File: config.mk
export PLATFORM = sky130hd
export DESIGN_NAME = riego_scheduler_flat
export DESIGN_NICKNAME = d
export VERILOG_FILES = /design/src/rtl/riego_pkg.sv /design/src/rtl/riego_scheduler_if.sv /design/src/rtl/riego_scheduler_arbitro_rr.sv /design/src/rtl/riego_scheduler.sv /design/src/flat_wrapper.sv
export SDC_FILE = /design/constraint.sdc
export NUM_CORES = 1
export LEC_CHECK = 0
export ABC_AREA = 1
export BUFFER_PORTS_ARGS = -buffer_cell sky130_fd_sc_hd__buf_2
export CORE_AREA = 10 10 115 96
export CTS_CLUSTER_DIAMETER = 60
export DETAILED_ROUTE_END_ITERATION = 8
export DIE_AREA = 0 0 125 106
export PLACE_DENSITY = 0.67
export SETUP_SLACK_MARGIN = 0.3
export SKIP_LAST_GASP = 1
export SLEW_MARGIN = 30
export SYNTH_ARGS = -nofsm -noshare
export SYNTH_HDL_FRONTEND = slang
export SYNTH_HIERARCHICAL = 1
export SYNTH_SLANG_ARGS = --single-unit
File: constraint.sdc
create_clock -name clk -period 3.85 [get_ports clk]
set_clock_uncertainty 0.1 [all_clocks]
set_input_delay 0.5775 -clock clk [delete_from_list [all_inputs] [get_ports clk]]
set_output_delay 0.5775 -clock clk [all_outputs]
set_load 0.1 [all_outputs]
File: src/rtl/riego_pkg.sv
// Shared constants for the pot-watering scheduler: FSM encodings, pot size codes
// and default timing for a 50 MHz clock.
package riego_pkg;

  typedef logic [1:0] estado_t;

  localparam estado_t S_IDLE   = 2'd0;
  localparam estado_t S_ABRIR  = 2'd1;
  localparam estado_t S_REGAR  = 2'd2;
  localparam estado_t S_CERRAR = 2'd3;

  localparam logic [3:0] TAM_30S = 4'd1;
  localparam logic [3:0] TAM_60S = 4'd2;
  localparam logic [3:0] TAM_90S = 4'd3;

  localparam longint unsigned TICKS_UNIDAD_DEF = 64'd1_500_000_000;
  localparam int unsigned     T_VALV_DEF       = 50_000;

  // Only codes 1..3 map to a watering length; anything else is rejected at grant.
  function automatic logic tam_valida(input logic [3:0] tam);
    return (tam >= TAM_30S) && (tam <= TAM_90S);
  endfunction

endpackage

File: src/rtl/riego_scheduler_if.sv
// Pump/valve control bundle between the scheduler and its environment.
interface riego_scheduler_if #(
  parameter int unsigned N_MACETAS = 4
);

  logic                     mod_bomba;
  logic [N_MACETAS-1:0]     regar_req;
  logic [4*N_MACETAS-1:0]   maceta_tam;
  logic                     activar_bomba;
  logic [N_MACETAS-1:0]     valvula;
  logic                     ocupado;
  logic [N_MACETAS-1:0]     regado_done;
  logic [N_MACETAS-1:0]     error_tam;

  modport master (
    output mod_bomba, regar_req, maceta_tam,
    input  activar_bomba, valvula, ocupado, regado_done, error_tam
  );

  modport slave (
    input  mod_bomba, regar_req, maceta_tam,
    output activar_bomba, valvula, ocupado, regado_done, error_tam
  );

endinterface

File: src/rtl/riego_scheduler_arbitro_rr.sv
// Round-robin pick of one pending pot, searching upward from the pointer with wrap.
module arbitro_rr #(
  parameter  int unsigned N  = 4,
  localparam int unsigned PW = (N > 1) ? $clog2(N) : 1
) (
  input  logic [N-1:0]  pending_i,
  input  logic [PW-1:0] pointer_i,
  output logic [N-1:0]  grant_o,
  output logic          valid_o
);

  logic          found;
  logic [PW-1:0] idx;

  always_comb begin
    grant_o = '0;
    found   = 1'b0;
    idx     = '0;
    for (int k = 0; k < int'(N); k++) begin
      idx = PW'((int'(pointer_i) + k) % int'(N));
      if (!found && pending_i[idx]) begin
        grant_o[idx] = 1'b1;
        found        = 1'b1;
      end
    end
  end

  assign valid_o = |pending_i;

endmodule

File: src/rtl/riego_scheduler.sv
// Shares one pump among N pots: sticky requests, round-robin grant, valve open,
// timed pump run scaled by pot size, valve close, done pulse.
module riego_scheduler
  import riego_pkg::*;
#(
  parameter int unsigned     N_MACETAS    = 4,
  parameter longint unsigned TICKS_UNIDAD = TICKS_UNIDAD_DEF,
  parameter int unsigned     T_VALV       = T_VALV_DEF
) (
  input logic             clk,
  input logic             rst_n,
  riego_scheduler_if.slave bus
);

  localparam longint unsigned MAX_DUR  = 3 * TICKS_UNIDAD;
  localparam int unsigned     CW       = $clog2(MAX_DUR + 1);
  localparam int unsigned     PW       = (N_MACETAS > 1) ? $clog2(N_MACETAS) : 1;
  localparam logic [CW-1:0]   FIN_VALV = CW'(T_VALV - 1);
  localparam logic [CW-1:0]   TICKS_W  = CW'(TICKS_UNIDAD);

  estado_t                state_q, state_d;
  logic [CW-1:0]          cnt_q, cnt_d;
  logic [N_MACETAS-1:0]   pend_q, pend_d, sel_q, sel_d;
  logic [PW-1:0]          ptr_q, ptr_d, idx_q, idx_d;
  logic [1:0]             tam_q, tam_d;
  logic                   bomba_q, bomba_d, ocup_q, ocup_d;
  logic [N_MACETAS-1:0]   valv_q, valv_d, done_q, done_d, err_q, err_d;

  logic [N_MACETAS-1:0]   grant;
  logic                   grant_valid;
  logic [PW-1:0]          g_idx;
  logic [3:0]             g_tam;
  logic [CW-1:0]          fin_regar;

  function automatic logic [PW-1:0] sig_ptr(input logic [PW-1:0] i);
    return (i == PW'(N_MACETAS - 1)) ? '0 : i + PW'(1);
  endfunction

  arbitro_rr #(.N(N_MACETAS)) u_arbitro (
    .pending_i (pend_q),
    .pointer_i (ptr_q),
    .grant_o   (grant),
    .valid_o   (grant_valid)
  );

  // Index and size code of the pot the arbiter picked this cycle.
  always_comb begin
    g_idx = '0;
    g_tam = '0;
    for (int i = 0; i < int'(N_MACETAS); i++) begin
      if (grant[i]) begin
        g_idx = PW'(i);
        g_tam = bus.maceta_tam[4*i +: 4];
      end
    end
  end

  assign fin_regar = CW'(tam_q) * TICKS_W - CW'(1);

  always_comb begin
    state_d = state_q;
    cnt_d   = cnt_q + CW'(1);
    pend_d  = pend_q | bus.regar_req;
    sel_d   = sel_q;
    ptr_d   = ptr_q;
    idx_d   = idx_q;
    tam_d   = tam_q;
    done_d  = '0;
    err_d   = '0;

    case (state_q)
      S_IDLE: begin
        cnt_d = '0;
        if (grant_valid && bus.mod_bomba) begin
          if (tam_valida(g_tam)) begin
            state_d = S_ABRIR;
            sel_d   = grant;
            idx_d   = g_idx;
            tam_d   = g_tam[1:0];
          end else begin
            err_d  = grant;
            pend_d = pend_d & ~grant;
            ptr_d  = sig_ptr(g_idx);
          end
        end
      end
      S_ABRIR: begin
        if (cnt_q == FIN_VALV) begin
          state_d = S_REGAR;
          cnt_d   = '0;
        end
      end
      S_REGAR: begin
        if (cnt_q == fin_regar) begin
          state_d = S_CERRAR;
          cnt_d   = '0;
        end
      end
      S_CERRAR: begin
        if (cnt_q == FIN_VALV) begin
          state_d = S_IDLE;
          cnt_d   = '0;
          done_d  = sel_q;
          pend_d  = pend_d & ~sel_q;
          ptr_d   = sig_ptr(idx_q);
        end
      end
      default: begin
        state_d = S_IDLE;
        cnt_d   = '0;
      end
    endcase

    // Pump module lost: drop everything, keep the request and pointer for a retry.
    if ((state_q != S_IDLE) && !bus.mod_bomba) begin
      state_d = S_IDLE;
      cnt_d   = '0;
      done_d  = '0;
      pend_d  = pend_q | bus.regar_req;
      ptr_d   = ptr_q;
    end

    ocup_d  = (state_d != S_IDLE);
    bomba_d = (state_d == S_REGAR);
    valv_d  = (state_d != S_IDLE) ? sel_d : '0;
  end

  always_ff @(posedge clk or negedge rst_n) begin
    if (!rst_n) begin
      state_q <= S_IDLE;
      cnt_q   <= '0;
      pend_q  <= '0;
      sel_q   <= '0;
      ptr_q   <= '0;
      idx_q   <= '0;
      tam_q   <= '0;
      bomba_q <= 1'b0;
      ocup_q  <= 1'b0;
      valv_q  <= '0;
      done_q  <= '0;
      err_q   <= '0;
    end else begin
      state_q <= state_d;
      cnt_q   <= cnt_d;
      pend_q  <= pend_d;
      sel_q   <= sel_d;
      ptr_q   <= ptr_d;
      idx_q   <= idx_d;
      tam_q   <= tam_d;
      bomba_q <= bomba_d;
      ocup_q  <= ocup_d;
      valv_q  <= valv_d;
      done_q  <= done_d;
      err_q   <= err_d;
    end
  end

  assign bus.activar_bomba = bomba_q;
  assign bus.valvula       = valv_q;
  assign bus.ocupado       = ocup_q;
  assign bus.regado_done   = done_q;
  assign bus.error_tam     = err_q;

endmodule

File: src/flat_wrapper.sv
// flat-port wrapper written by rule: the top's interface ports become plain ports
module riego_scheduler_flat import riego_pkg::*;
#(
  parameter int unsigned     N_MACETAS    = 4,
  parameter longint unsigned TICKS_UNIDAD = TICKS_UNIDAD_DEF,
  parameter int unsigned     T_VALV       = T_VALV_DEF
)
  (clk, rst_n, bus_mod_bomba, bus_regar_req, bus_maceta_tam, bus_activar_bomba, bus_valvula, bus_ocupado, bus_regado_done, bus_error_tam);
  riego_scheduler_if #(.N_MACETAS(N_MACETAS)) bus_i ();
  input logic clk;
  input logic rst_n;
  input wire logic [$bits(bus_i.mod_bomba)-1:0] bus_mod_bomba;
  input wire logic [$bits(bus_i.regar_req)-1:0] bus_regar_req;
  input wire logic [$bits(bus_i.maceta_tam)-1:0] bus_maceta_tam;
  output wire logic [$bits(bus_i.activar_bomba)-1:0] bus_activar_bomba;
  output wire logic [$bits(bus_i.valvula)-1:0] bus_valvula;
  output wire logic [$bits(bus_i.ocupado)-1:0] bus_ocupado;
  output wire logic [$bits(bus_i.regado_done)-1:0] bus_regado_done;
  output wire logic [$bits(bus_i.error_tam)-1:0] bus_error_tam;
  assign bus_i.mod_bomba = bus_mod_bomba;
  assign bus_i.regar_req = bus_regar_req;
  assign bus_i.maceta_tam = bus_maceta_tam;
  assign bus_activar_bomba = bus_i.activar_bomba;
  assign bus_valvula = bus_i.valvula;
  assign bus_ocupado = bus_i.ocupado;
  assign bus_regado_done = bus_i.regado_done;
  assign bus_error_tam = bus_i.error_tam;
  riego_scheduler #(.N_MACETAS(N_MACETAS), .TICKS_UNIDAD(TICKS_UNIDAD), .T_VALV(T_VALV)) u_core (.clk(clk), .rst_n(rst_n), .bus(bus_i));
endmodule
== Word level (Yosys, flattened, before mapping) ==
Cells that the tools add are included.

* Word-level logic and storage cells: 134
* Bits of input ports: 23
* Register bits after elaboration: 63

* Multiply operators: 1
* $add $sub $neg: 7
* Bitwise logic cells: 9
* Equality and inequality tests: 11
* Reductions and logical operators: 22
* Magnitude comparators: 10
* Multiplexer cells: 62

{| class="wikitable"
|+ Operator list
! operator !! number
|-
| 33-bit two-way mux || 3
|-
| 33-bit case mux with 3 select lines || 1
|-
| 4-bit two-way mux || 22
|-
| 33-bit by 1-bit adder with 33-bit output (second input constant) || 1
|-
| 33-bit by 16-bit == test with 1-bit output (second input constant) || 1
|-
| 33-bit == test || 1
|-
| 33-bit by 1-bit subtractor with 33-bit output (second input constant) || 1
|-
| 2-bit two-way mux || 13
|-
| 2-bit by 23-bit multiplier with 25-bit output (second input constant) || 1
|-
| 4-bit bitwise OR || 4
|-
| 2-bit by 3-bit less-than comparator with 1-bit output (second input constant) || 4
|-
| 1-bit two-way mux || 12
|-
| 2-bit == test (second input constant) || 5
|-
| 1-bit logical AND || 10
|-
| 4-bit bitwise AND || 2
|-
| 1-bit binary-select mux with 2-bit select || 4
|-
| 1-bit demux with 2-bit select || 4
|-
| 2-bit by 1-bit greater-or-equal comparator with 1-bit output (second input constant) || 4
|-
| 4-bit inverter || 2
|-
| 2-bit case mux with 4 select lines || 1
|-
| 4-bit case mux with 2 select lines || 1
|-
| 2-bit by 1-bit adder with 2-bit output (second input constant) || 3
|-
| 2-bit nonzero test || 3
|-
| 5-bit AND reduction || 1
|-
| 13 further kinds || 18
|}

== Logic depth before layout (Yosys ltp) ==
Gate-level depths: netlist of run 1.

* Depth after elaboration: 24
* Mapped depth: 22
* Gate-level depth less buffers: 22

== By module ==
The synthesis of run 1 kept the hierarchy.

{| class="wikitable"
|+ Modules (own cells, without submodules)
! module !! times used !! cells each !! area each (sq um)
|-
| riego_scheduler || 1 || 528 || 3841.2
|-
| arbitro_rr || 1 || 74 || 405.4
|}

== Worst setup path after synthesis of run 1 ==
OpenSTA, ideal clock, no wires.

* Path type: flip-flop to flip-flop
* Start: register u_core.ptr_q[0]
* End: register u_core.valv_q[3] (netlist: u_core/bus.valvula[3])
* Arrival time: 2.607 ns
* Setup time: 0.113 ns
* Cell stages (with the launch flop): 22
* Buffers on the path: 0
* Path slack: 1.030 ns
* Cell sequence: dfrtp_1 -> inv_2 -> ha_1 -> inv_1 -> nand3_1 -> nand2_1 -> nand2_4 -> inv_2 -> nand3_1 -> nand3_1 -> nor2_1 -> nand3_1 -> nand3_1 -> o21ai_0 -> nand2_1 -> nand3_4 -> nand2_1 -> inv_1 -> nand2_2 -> nand3_2 -> nand2_1 -> inv_1

{| class="wikitable"
|+ RTL lines
! what !! RTL line !! text
|-
| start, declared || riego_scheduler.sv:24 || <nowiki>logic [PW-1:0] ptr_q, ptr_d, idx_q, idx_d;</nowiki>
|-
| start signal, assigned || riego_scheduler.sv:147 || <nowiki>ptr_q <= ptr_d;</nowiki>
|-
| branches (longest 11 deep; another with 2-bit by 3-bit less-than comparator with 1-bit output) || -- ||
|-
| 4-bit two-way mux (*) || riego_scheduler_arbitro_rr.sv:21 || <nowiki>if (!found && pending_i[idx]) begin</nowiki>
|-
| via u_core.grant[2] || riego_scheduler.sv:29 || <nowiki>logic [N_MACETAS-1:0] grant;</nowiki>
|-
| 4-bit two-way mux (*) (2 in a row) || riego_scheduler.sv:51 || <nowiki>if (grant[i]) begin</nowiki>
|-
| 4-bit by 1-bit greater-or-equal comparator with 1-bit output or 4-bit by 2-bit less-or-equal comparator with 1-bit output (tied branches) || riego_pkg.sv:21 || <nowiki>return (tam >= TAM_30S) && (tam <= TAM_90S);</nowiki>
|-
| 1-bit logical AND (*) || riego_pkg.sv:21 ||
|-
| 2-bit two-way mux (*) || riego_scheduler.sv:75 || <nowiki>if (tam_valida(g_tam)) begin</nowiki>
|-
| 2-bit two-way mux (*) || riego_scheduler.sv:74 || <nowiki>if (grant_valid && bus.mod_bomba) begin</nowiki>
|-
| 2-bit case mux with 4 select lines (*) || riego_scheduler.sv:71 || <nowiki>case (state_q)</nowiki>
|-
| 2-bit two-way mux (*) || riego_scheduler.sv:115 || <nowiki>if ((state_q != S_IDLE) && !bus.mod_bomba) begin</nowiki>
|-
| 2-bit nonzero test (*) || -- ||
|-
| via u_core.ocup_d || riego_scheduler.sv:26 || <nowiki>logic bomba_q, bomba_d, ocup_q, ocup_d;</nowiki>
|-
| 4-bit two-way mux (*) || riego_scheduler.sv:125 || <nowiki>valv_d = (state_d != S_IDLE) ? sel_d : '0;</nowiki>
|-
| via u_core.valv_d[3] || riego_scheduler.sv:27 || <nowiki>logic [N_MACETAS-1:0] valv_q, valv_d, done_q, done_d, err_q, err_d;</nowiki>
|-
| end signal, assigned || riego_scheduler.sv:152 || <nowiki>valv_q <= valv_d;</nowiki>
|-
| end, declared || riego_scheduler.sv:27 ||
|}

Mark *: on every way through the listed nets, which the timed path passes. The select of a mux whose other input is x is not followed.
A chain may end at the register's enable or synchronous reset.

== Worst setup path in the final report of run 1 ==
* Start: register u_core.ptr_q[1]
* End: register u_core.ptr_q[0]

{| class="wikitable"
|+ RTL lines
! what !! RTL line !! text
|-
| branches (longest 11 deep; another with 2-bit by 3-bit less-than comparator with 1-bit output) || -- ||
|-
| 4-bit two-way mux (*) || riego_scheduler_arbitro_rr.sv:21 ||
|-
| via u_core.grant[2] || riego_scheduler.sv:29 ||
|-
| 2-bit two-way mux (2 in a row) || riego_scheduler.sv:51 ||
|-
| 2-bit by 1-bit adder with 2-bit output or 2-bit == test (tied branches) || riego_scheduler.sv:36 || <nowiki>return (i == PW'(N_MACETAS - 1)) ? '0 : i + PW'(1);</nowiki>
|-
| 2-bit two-way mux || riego_scheduler.sv:36 ||
|-
| 2-bit two-way mux || riego_scheduler.sv:75 ||
|-
| 2-bit two-way mux || riego_scheduler.sv:74 ||
|-
| 2-bit case mux with 2 select lines || riego_scheduler.sv:71 ||
|}

Marked as above.

==> results of run 1 <==
power by group through the flow:
stage                     Clock (mW)  Combinational, mW  Sequential, mW
after CTS                      0.682               1.93           0.896
after global routing           0.711               2.23           0.908
after detailed placement           0               1.91           0.907
after global placement             0               1.90           0.905
final                          0.663               2.00           0.893
after floorplan                    0               1.27            1.17
layer usage:
metal  track usage (%)  up-vias  share of wire, %
met1              23.2     1832                49
li1                  -     1977                 -
met5                 0        -                 0
met3              3.82       10               6.2
met4              4.02        0              0.88
met2              25.8      124                43
logic make-up after synthesis:
logic type | share of synthesized area, %
buffers and inverters | 8.37
adder cells (fa/ha/maj) | 5.30
AO/OA/AOI/OAI | 5.27
AND/OR/NAND/NOR | 39.2
XOR/XNOR | 4.74
flip-flops | 37.1
final cells by class:
type,instances,area (um2),share of cell area (%)
well taps,115,144,3.02
repair buffers,39,203,4.26
inverters,77,289,6.07
flip-flops and latches,63,1580,33.2
clock inverters,7,104,2.18
multi-input cells,449,2320,48.7
clock buffers,9,124,2.60
worst min path at each step:
stage,end,slack [ns]
after floorplan,u_core/bus.activar_bomba,0.18
after global placement,u_core/cnt_q[0],0.37
after detailed placement,u_core/cnt_q[0],0.38
after CTS,u_core/cnt_q[0],0.10
after global routing,u_core/cnt_q[7],0.12
final,u_core/cnt_q[0],0.1
state kept, by name, summed over array words and instances, names as in the netlist:
signal                    flops
u_core/sel_q                  4
u_core/bus.regado_done        4
u_core/ptr_q                  2
u_core/bus.valvula            4
u_core/bus.ocupado            1
u_core/tam_q                  2
u_core/cnt_q                 33
u_core/bus.activar_bomba      1
u_core/idx_q                  2
u_core/state_q                2
u_core/pend_q                 4
u_core/bus.error_tam          4
synthesized netlist by cell type (2+ instances only):
master and n:
nor3_2 4, inv_1 70, inv_2 7, buf_2 10, o21ai_0 17, nand4_1 7, nor4_1 2, a21oi_1 18
nor3_1 25, nand2_2 7, ha_1 18, nand3_1 45, o21ai_1 6, xnor2_1 6, dfrtp_1 63, nand2_1 149
xor2_1 17, nor2_1 104, nand2_4 3, o22ai_1 2, nand3_2 6, nor2_4 5
stage by stage:
step,cell area [um2],std cells
after CTS,4740,757
after floorplan,4250,602
after detailed placement,4510,741
after global routing,4760,759
after global placement,4510,741
final,4760,759
cells in the final DEF (no fill, tap or decap), types with 18 or more instances in the layout:
master,n
nor2_1,103
dfrtp_1,61
ha_1,18
inv_1,70
nand3_1,45
a21oi_1,18
nand2_1,149
nor3_1,25
buf_2,36
timing repair:
action	in CTS	in global routing
hold endpoints to repair	0	0
resized for setup	0	3
setup buffers	0	2
endpoints found under the setup margin	0	14
==> impl_summary.log, run 1 <==
INFO  metric timing.critical_path.cells = inv_1 -> ha_1 -> inv_1 -> nand3_1 -> nand2_1 -> nand2_4 -> nor2_4 -> nand2_1 -> nand3_1 -> nor2_1 -> nand2_1 -> nand3_1 -> o21ai_0 -> nand2_1 -> nand2_1 -> nand3_2 -> nand2_1 -> nand3_1 -> nand2_1 -> o21ai_1
INFO  metric finalCoreUtilization = 53.8%
INFO  metric first_pass_iters = 5
INFO  metric yosys_most_used_dff = dfrtp_1
INFO  metric ys_async_sr_fraction = 100%
INFO  metric route.detailed.vias_per_inst = 5.19
INFO  metric preCtsSetupSlack = 0.559 ns
INFO  metric root_driver = clkbuf_8
INFO  metric finalNetCount = 680
INFO  metric crit_path_class = reg -> reg
INFO  metric r2r_slack = 0.74 ns
INFO  metric power_density = 747 mW/mm2
INFO  metric finalHoldWorstSlack = 0.0958 ns
INFO  metric grt_first_pass_wirelength = 18.5 mm
INFO  metric crit_path_max_incr_delay = 0.47 ns
INFO  metric finalWorstPathRequiredPeriod = 3.11 ns
INFO  metric ctsLongestPathBuffers = 2
INFO  metric cts-buffers-inserted = 9
INFO  metric finalMaxSlewViolations = 0
INFO  metric postCtsHoldBufs = 0
INFO  metric cp-startpoint = u_core/ptr_q[1]
INFO  metric chipWidth = 125 um
INFO  metric crit_path_frequent_cell = nand2_1
INFO  metric cp_top_family = simple AND/OR/NAND/NOR gates
INFO  metric dr.first_iter.drc_count = 345
INFO  metric part_of_the_yosys_area_used_for_sequential_elements = 37.1%
INFO  metric tightest_slew = 0.674 ns
INFO  metric drc = 0
INFO  metric final.period_utilization = 80.7%
INFO  metric status = finished, final reports clean
INFO  metric rr_endpoint = u_core/ptr_q[0]
INFO  metric clkSinkCount = 63
INFO  metric dpl_hpwl = 8.42 mm
INFO  metric routed_wirelength = 11.1 mm
INFO  metric area.growth.synth_to_final = 12.1%
INFO  metric syn_area_per_cell = 7.05 um2
INFO  metric synth_warnings = 6
INFO  metric r2r.worst_path.cells = 20
INFO  metric final_critical_path_setup_slack = 0.742 ns
INFO  metric row_count = 31
INFO  metric design.portCount = 37
INFO  metric slew_headroom = 54.9%
INFO  metric critical_path_buf_inv_count = 2
INFO  metric fmax = 0.322 GHz
INFO  metric drt-wirelength-per-cell = 14.6 um
INFO  metric global_route.usage.total = 16.7%
INFO  metric worstHoldPathType = in -> async
INFO  metric final_antenna_net_count = 0
INFO  metric placer_congestion = 0.960
INFO  metric synthCells = 602
INFO  metric endpoint = u_core/ptr_q[0]
INFO  metric antenna_violations_before_repair = 0
INFO  metric power.leakage = 2.26 nW
INFO  metric clkPwrFrac = 18.7%
INFO  metric fp.coreArea = 0.00884 mm2
INFO  metric required = 3.98 ns
INFO  metric number_of_synthesized_register_bits = 63
INFO  metric worst_setup_hold_path_clk_slew = 0.08 ns
INFO  metric power_report.internal_total = 1.70 mW
INFO  metric yosys_top_cell_by_area = dfrtp_1
INFO  metric final-hold-violation-count = 0
INFO  metric fin_tns_setup = 0 ns
INFO  metric power.switching = 1.85 mW
INFO  metric r2r_start = u_core/ptr_q[1]
INFO  metric first_global_vias = 3760
INFO  metric power.share.sequential = 25.1%
INFO  metric htree_levels = 3
INFO  metric synth_cell_types = 33
INFO  metric combinationalPowerShare = 56.2%
INFO  metric number_of_synthesized_flops_with_an_enable_pin = 0
INFO  metric finalPower = 3.55 mW
INFO  metric n_antenna_cell = 0
INFO  metric floorplan.die_area = 0.0133 mm2
INFO  metric netlist_top_cells_area = dfrtp_1 37%, nand2_1 13%, nor2_1 9.2%
INFO  metric tritoncts = built
INFO  metric grt_start_max_net_pins = 41
INFO  metric timing.critical_path.arrival = 3.23 ns
INFO  metric synth.net_count = 643
INFO  metric end_kind = flip-flop
INFO  metric fraction_of_final_layout_cells_sized_beyond_drive_strength_1 = 14.6%
INFO  metric finalSetupViolations = 0
INFO  metric critPathSlowestCell = dfrtp_2
INFO  metric switching_fraction = 52.0%
INFO  metric die_h = 106 um
INFO  metric rsz_0062_raised_after_global_routing = false
INFO  metric vdd_drop_max = 0.000664 V
INFO  metric grt_overflow = 0
INFO  metric timing.critical_path.from_type = flip-flop
INFO  metric num-fill-cells = 871
INFO  metric port-buffer-count = 36
INFO  metric synthDominantCellAreaShare = 37.1%
INFO  metric start_util = 48.0%
INFO  metric cap_viol_max_count = 0
INFO  metric critical_path_peak_fanout = 9
INFO  metric routed-via-count = 3943
INFO  metric crit_cells = 20
INFO  metric insertion_delay = 0.35 ns
INFO  metric synthesis.area = 0.00425 mm2
No activity file was read; power rests on OpenSTA's default activity.
==> run 2: changes to the inputs <==
==> constraint.sdc (replaced) <==
create_clock -name clk -period 3 [get_ports clk]
set_clock_uncertainty 0.1 [all_clocks]
set_input_delay 0.45 -clock clk [delete_from_list [all_inputs] [get_ports clk]]
set_output_delay 0.45 -clock clk [all_outputs]
set_load 0.1 [all_outputs]
==> impl_summary.log, run 2 (same netlist as run 1, synthesis figures left out) <==
INFO  metric finalSetupViolations = 0 (unchanged)
INFO  metric tritoncts = built
INFO  metric insertion_delay = 0.35 ns (about the same)
INFO  metric route.detailed.vias_per_inst = 5.35 (+3.0%)
INFO  metric fmax = 0.370 GHz (+15%)
INFO  metric power.leakage = 2.49 nW (+9.9%)
INFO  metric grt_start_max_net_pins = 34 (-17%)
INFO  metric routed_wirelength = 12.7 mm (+15%)
INFO  metric n_antenna_cell = 0 (unchanged)
INFO  metric first_pass_iters = 5 (unchanged)
INFO  metric floorplan.die_area = 0.0133 mm2 (unchanged)
INFO  metric required = 3.15 ns (-0.83 ns)
INFO  metric dr.first_iter.drc_count = 336 (-2.6%)
INFO  metric slew_headroom = 65.5% (+11 points)
INFO  metric finalWorstPathRequiredPeriod = 2.70 ns (-0.407 ns)
INFO  metric critPathSlowestCell = dfrtp_2
INFO  metric most_frequent_standard_cell_in_the_layout_excluding_fill_and_tap_cells = nand2_1
INFO  metric fin_tns_setup = 0 ns (unchanged)
INFO  metric drc = 0 (unchanged)
INFO  metric cp_top_family = simple AND/OR/NAND/NOR gates
INFO  metric start_util = 48.0% (unchanged)
INFO  metric drt-wirelength-per-cell = 16.2 um (+11%)
INFO  metric die_h = 106 um (unchanged)
INFO  metric first_global_vias = 3954 (+5.2%)
INFO  metric timing.critical_path.from_type = flip-flop
INFO  metric finalMaxSlewViolations = 0 (unchanged)
INFO  metric cap_viol_max_count = 0 (unchanged)
INFO  metric port-buffer-count = 36 (unchanged)
INFO  metric power_density = 1100 mW/mm2 (+48%)
INFO  metric dpl_hpwl = 8.87 mm (+5.4%)
INFO  metric fp.coreArea = 0.00884 mm2 (unchanged)
INFO  metric power_report.internal_total = 2.86 mW (+68%)
INFO  metric worst_setup_hold_path_clk_slew = 0.08 ns (about the same)
INFO  metric area.growth.synth_to_final = 24.7%
INFO  metric r2r.worst_path.cells = 21 (+5.0%)
INFO  metric power.switching = 2.98 mW (+61%)
INFO  metric cts-buffers-inserted = 9 (unchanged)
INFO  metric number_of_flip_flops_under_the_largest_register_name = 33 (unchanged)
INFO  metric crit_path_class = reg -> reg
INFO  metric combinationalPowerShare = 66.2% (+10 points)
INFO  metric end_kind = flip-flop
INFO  metric final_antenna_net_count = 0 (unchanged)
INFO  metric rsz_0062_raised_after_global_routing = true
INFO  metric final_cell_mix = 131 x nand2_1, 100 x nor2_1, 64 x inv_1
INFO  metric hold-path-cell-count = 3
INFO  metric clkSinkCount = 63 (unchanged)
INFO  metric global_route.usage.total = 17.4% (+0.65 points)
INFO  metric placer_congestion = 0.923 (-3.8%)
INFO  metric root_driver = clkbuf_8
INFO  metric grt_overflow = 0 (unchanged)
INFO  metric timing.critical_path.arrival = 2.86 ns (-0.37 ns)
INFO  metric final.period_utilization = 90.0% (+9.3 points)
INFO  metric final-hold-violation-count = 0 (unchanged)
INFO  metric switching_fraction = 51.1% (-0.96 points)
INFO  metric design.portCount = 37 (unchanged)
INFO  metric final_critical_path_setup_slack = 0.299 ns (-0.443 ns)
INFO  metric critical_path_buf_inv_count = 5 (+3)
INFO  metric timing.critical_path.cells = inv_4 -> ha_4 -> inv_4 -> nand3_2 -> nand2_2 -> nand2_4 -> nor2_4 -> nand2_2 -> nand3_4 -> inv_4 -> nor2_2 -> nand2_1 -> nand3_2 -> nand2_2 -> nand2_4 -> buf_4 -> nand3_4 -> nand2_1 -> o21ai_1 -> nand2_1 -> inv_1
INFO  metric antenna_violations_before_repair = 0 (unchanged)
INFO  metric power.share.sequential = 19.2% (-5.9 points)
INFO  metric ctsLongestPathBuffers = 2 (unchanged)
INFO  metric crit_path_max_incr_delay = 0.42 ns (-0.05 ns)
INFO  metric routed-via-count = 4204 (+6.6%)
INFO  metric vdd_drop_max = 0.000751 V (+13%)
INFO  metric row_count = 31 (unchanged)
INFO  metric worstHoldPathType = in -> reg
INFO  metric grt_first_pass_wirelength = 19.3 mm (+4.1%)
INFO  metric status = finished, final reports clean
INFO  metric clkPwrFrac = 14.6% (-4.1 points)
INFO  metric critical_path_peak_fanout = 7 (-2)
INFO  metric preCtsSetupSlack = 0.0351 ns (-0.524 ns)
INFO  metric max_flop_register = u_core/cnt_q
INFO  metric fraction_of_final_layout_cells_sized_beyond_drive_strength_1 = 25.2% (+11 points)
INFO  metric tightest_slew = 0.517 ns (-0.157 ns)
INFO  metric chipWidth = 125 um (unchanged)
INFO  metric crit_cells = 21 (+5.0%)
INFO  metric finalNetCount = 707 (+4.0%)
INFO  metric htree_levels = 3 (unchanged)
## run 2: layout make-up
class	instances	area, um2
multi-input cells	450	2580
clock inverters	7	104
clock buffers	9	124
fillers	767	3550
well taps	115	144
flip-flops and latches	63	1580
repair buffers	65	455
inverters	77	304
## run 2: layer usage
| layer | vias up | global-route usage [%] | routed length, um |
|---|---|---|---|
| li1 | 2027 | - | - |
| met1 | 2003 | 23.2 | 5680 |
| met2 | 154 | 28.0 | 5940 |
| met3 | 20 | 4.17 | 939 |
| met4 | 0 | 3.61 | 159 |
| met5 | - | 0 | 0 |
## run 2: power by group through the flow
stage / Clock [mW] / Sequential [mW] / Combinational, mW
after floorplan: 0 / 1.50 / 1.66
after global placement: 0 / 1.13 / 2.60
after detailed placement: 0 / 1.13 / 2.65
after CTS: 0.872 / 1.12 / 2.93
after global routing: 0.914 / 1.14 / 4.18
final: 0.853 / 1.12 / 3.87
## run 2: worst paths after layout
| path | start | endpoint | slack, ns |
|---|---|---|---|
| max in group asynchronous | rst_n | u_core/bus.regado_done[2] | 1.61 |
| worst max register to register | u_core/ptr_q[1] | u_core/bus.valvula[1] | 0.30 |
| min in group asynchronous | rst_n | u_core/cnt_q[6] | 0.50 |
| worst max-delay path | u_core/ptr_q[1] | u_core/bus.valvula[1] | 0.30 |
| worst min-delay path | bus_regar_req[2] | u_core/pend_q[2] | 0.27 |
| worst min register to register | u_core/cnt_q[0] | u_core/cnt_q[0] | 0.38 |
## run 2: worst min-delay path: stages
cell     delay (ns)
buf_2          0.08
nor2_1         0.04
a21oi_1        0.10
## run 2: timing repair
| item | in CTS | in global routing |
|---|---|---|
| resized for setup | 16 | 54 |
| pin swaps | 2 | 18 |
| gates cloned | 1 | 3 |
| endpoints found under the hold margin | 20 | 0 |
| endpoints found under the setup margin | 32 | 56 |
| hold buffers | 1 | 0 |
| setup buffers | 1 | 16 |
## run 2: per-stage QoR
stage	instance area [um2]	hold slack [ns]	instances	power, mW	utilization, %
3_3_place_gp	4590	0.349	748	3.73	52.0
6_report	5290	0.270	786	5.84	59.9
2_1_floorplan	4260	0.0544	602	3.16	-
3_5_place_dp	4590	0.351	748	3.78	52.0
4_1_cts	4920	0.262	767	4.92	55.6
5_1_grt	5290	0.277	786	6.23	59.9
==> run 3: changes to the inputs <==
--- a/config.mk
+++ b/config.mk
@@ -11,7 +11,7 @@
 export CTS_CLUSTER_DIAMETER = 60
 export DETAILED_ROUTE_END_ITERATION = 8
 export DIE_AREA = 0 0 125 106
-export PLACE_DENSITY = 0.67
+export PLACE_DENSITY = 0.75
 export SETUP_SLACK_MARGIN = 0.3
 export SKIP_LAST_GASP = 1
 export SLEW_MARGIN = 30
==> impl_summary.log, run 3 (same netlist as run 1, synthesis figures left out) <==
INFO  metric end_kind = flip-flop
INFO  metric routed-via-count = 4105 (-2.4%)
INFO  metric most_frequent_standard_cell_in_the_layout_excluding_fill_and_tap_cells = nand2_1
INFO  metric grt_overflow = 0 (unchanged)
INFO  metric global_route.usage.total = 16.7% (-0.64 points)
INFO  metric worst_setup_hold_path_clk_slew = 0.07 ns (about the same)
INFO  metric fp.coreArea = 0.00884 mm2 (unchanged)
INFO  metric final.period_utilization = 89.5% (-0.57 points)
INFO  metric timing.critical_path.from_type = flip-flop
INFO  metric antenna_violations_before_repair = 0 (unchanged)
INFO  metric tritoncts = built
INFO  metric first_pass_iters = 5 (unchanged)
INFO  metric final_antenna_net_count = 0 (unchanged)
INFO  metric timing.critical_path.cells = buf_4 -> nand2_2 -> nand3_1 -> nand2_1 -> nand2_2 -> nor2_4 -> nand2_2 -> nand3_4 -> nor2_4 -> nand3_1 -> nand3_2 -> o21ai_2 -> nand2_2 -> nand2_2 -> nand3_4 -> nand2_1 -> nand3_2 -> nand2_1 -> o21ai_1
INFO  metric drt-wirelength-per-cell = 15.6 um (-3.8%)
INFO  metric worstHoldPathType = in -> reg
INFO  metric placer_congestion = 0.900 (-2.5%)
INFO  metric finalSetupViolations = 0 (unchanged)
INFO  metric design.portCount = 37 (unchanged)
INFO  metric final_critical_path_setup_slack = 0.316 ns (+0.0172 ns)
INFO  metric finalPower = 5.49 mW (-6.0%)
INFO  metric crit_path_class = reg -> reg
INFO  metric die_h = 106 um (unchanged)
INFO  metric dr.first_iter.drc_count = 363 (+8.0%)
INFO  metric required = 3.13 ns (-0.02 ns)
INFO  metric preCtsSetupSlack = 0.0524 ns (+0.0173 ns)
INFO  metric route.detailed.vias_per_inst = 5.29 (-1.1%)
INFO  metric dpl_hpwl = 8.72 mm (-1.7%)
INFO  metric grt_start_max_net_pins = 42 (+24%)
INFO  metric cts-buffers-inserted = 9 (unchanged)
INFO  metric final_cell_mix = 133 x nand2_1, 100 x nor2_1, 63 x inv_1
INFO  metric critPathSlowestCell = dfrtp_2
INFO  metric chipWidth = 125 um (unchanged)
INFO  metric power.leakage = 2.40 nW (-3.5%)
INFO  metric cap_viol_max_count = 0 (unchanged)
INFO  metric finalMaxSlewViolations = 0 (unchanged)
INFO  metric crit_path_frequent_cell = nand2_2
INFO  metric vdd_drop_max = 0.000896 V (+19%)
INFO  metric crit_path_max_incr_delay = 0.41 ns (about the same)
INFO  metric port-buffer-count = 36 (unchanged)
INFO  metric htree_levels = 3 (unchanged)
INFO  metric first_global_vias = 3837 (-3.0%)
INFO  metric critical_path_peak_fanout = 10 (+3)
INFO  metric finalWorstPathRequiredPeriod = 2.68 ns (-0.0172 ns)
INFO  metric floorplan.die_area = 0.0133 mm2 (unchanged)
INFO  metric n_antenna_cell = 0 (unchanged)
INFO  metric root_driver = clkbuf_8
INFO  metric fmax = 0.373 GHz (+0.64%)
INFO  metric timing.critical_path.arrival = 2.81 ns (-0.05 ns)
INFO  metric row_count = 31 (unchanged)
INFO  metric start_util = 48.0% (unchanged)
INFO  metric drc = 0 (unchanged)
INFO  metric fin_tns_setup = 0 ns (unchanged)
INFO  metric slew_headroom = 63.4% (-2.1 points)
INFO  metric final-hold-violation-count = 0 (unchanged)
INFO  metric status = finished, final reports clean
INFO  metric fraction_of_final_layout_cells_sized_beyond_drive_strength_1 = 23.1% (-2.0 points)
INFO  metric finalHoldWorstSlack = 0.268 ns (-0.00213 ns)
INFO  metric tightest_slew = 0.549 ns (+0.0321 ns)
INFO  metric ctsLongestPathBuffers = 2 (unchanged)
INFO  metric grt_first_pass_wirelength = 18.7 mm (-3.3%)
INFO  metric clkSinkCount = 63 (unchanged)
INFO  metric rsz_0062_raised_after_global_routing = true
INFO  metric insertion_delay = 0.35 ns (about the same)
INFO  metric routed_wirelength = 12.1 mm (-5.1%)
INFO  metric number_of_flip_flops_under_the_largest_register_name = 33 (unchanged)
INFO  metric max_flop_register = u_core/cnt_q
INFO  metric power_density = 1070 mW/mm2 (-3.3%)
INFO  metric area.growth.synth_to_final = 21.2%
INFO  metric finalNetCount = 697 (-1.4%)
run 3: path summary, 6_finish.rpt:
kind | startpoint | cells past startpoint | end | slack, ns
min in group asynchronous | rst_n | 2 | u_core/cnt_q[4] | 0.52
max in group asynchronous | rst_n | 3 | u_core/ptr_q[0] | 1.66
worst min register to register | u_core/cnt_q[0] | 1 | u_core/cnt_q[0] | 0.38
worst max register to register | u_core/ptr_q[0] | 19 | u_core/ptr_q[1] | 0.32
worst min-delay path | bus_regar_req[0] | 3 | u_core/pend_q[0] | 0.27
worst max-delay path | u_core/ptr_q[0] | 19 | u_core/ptr_q[1] | 0.32
run 3: metal layers:
metal  part of all wire [%]  vias to the layer above  GRT usage, %  routed length [um]
met3                    5.7                       32          3.03                 691
met4                    2.0                        0          5.01                 240
li1                       -                     2003             -                   -
met2                     47                      159          26.7                5680
met1                     45                     1911          22.7                5470
met5                      0                        -             0                   0
run 3: through the flow:
stage,instance area [um2],util (%),instances
floorplan,4260,-,602
global placement,4610,52.1,748
detailed placement,4610,52.1,748
CTS,4890,55.3,768
global route,5150,58.2,776
finish,5150,58.2,776
run 3: cell type report:
cell class	count	area, um2
fillers	802	3700
clock inverters	6	71.3
multi-input cells	450	2550
clock buffers	10	128
inverters	77	302
flip-flops and latches	63	1580
repair buffers	55	372
well taps	115	144
run 3: what timing repair did:
action | CTS | global route
pin swaps | 1 | 17
setup buffers | 2 | 7
endpoints found under the setup margin | 22 | 59
gates cloned | 1 | 1
resized for setup | 11 | 52
endpoints found under the hold margin | 9 | 0
hold buffers | 1 | 0
run 3: worst max-delay path, delay by kind of cell (launching register included):
family / cells / cell delay (ns)
AND/OR/NAND/NOR: 16 / 1.71
AO/OA/AOI/OAI: 2 / 0.14
flip-flops: 1 / 0.41
buffers and inverters: 1 / 0.18
run 3: report_power, final:
group          internal (mW)  switching, mW  leakage, nW
sequential              1.01          0.109        0.846
clock                  0.388          0.350       0.0927
combinational           1.22           2.42         1.46
total                   2.61           2.88         2.40
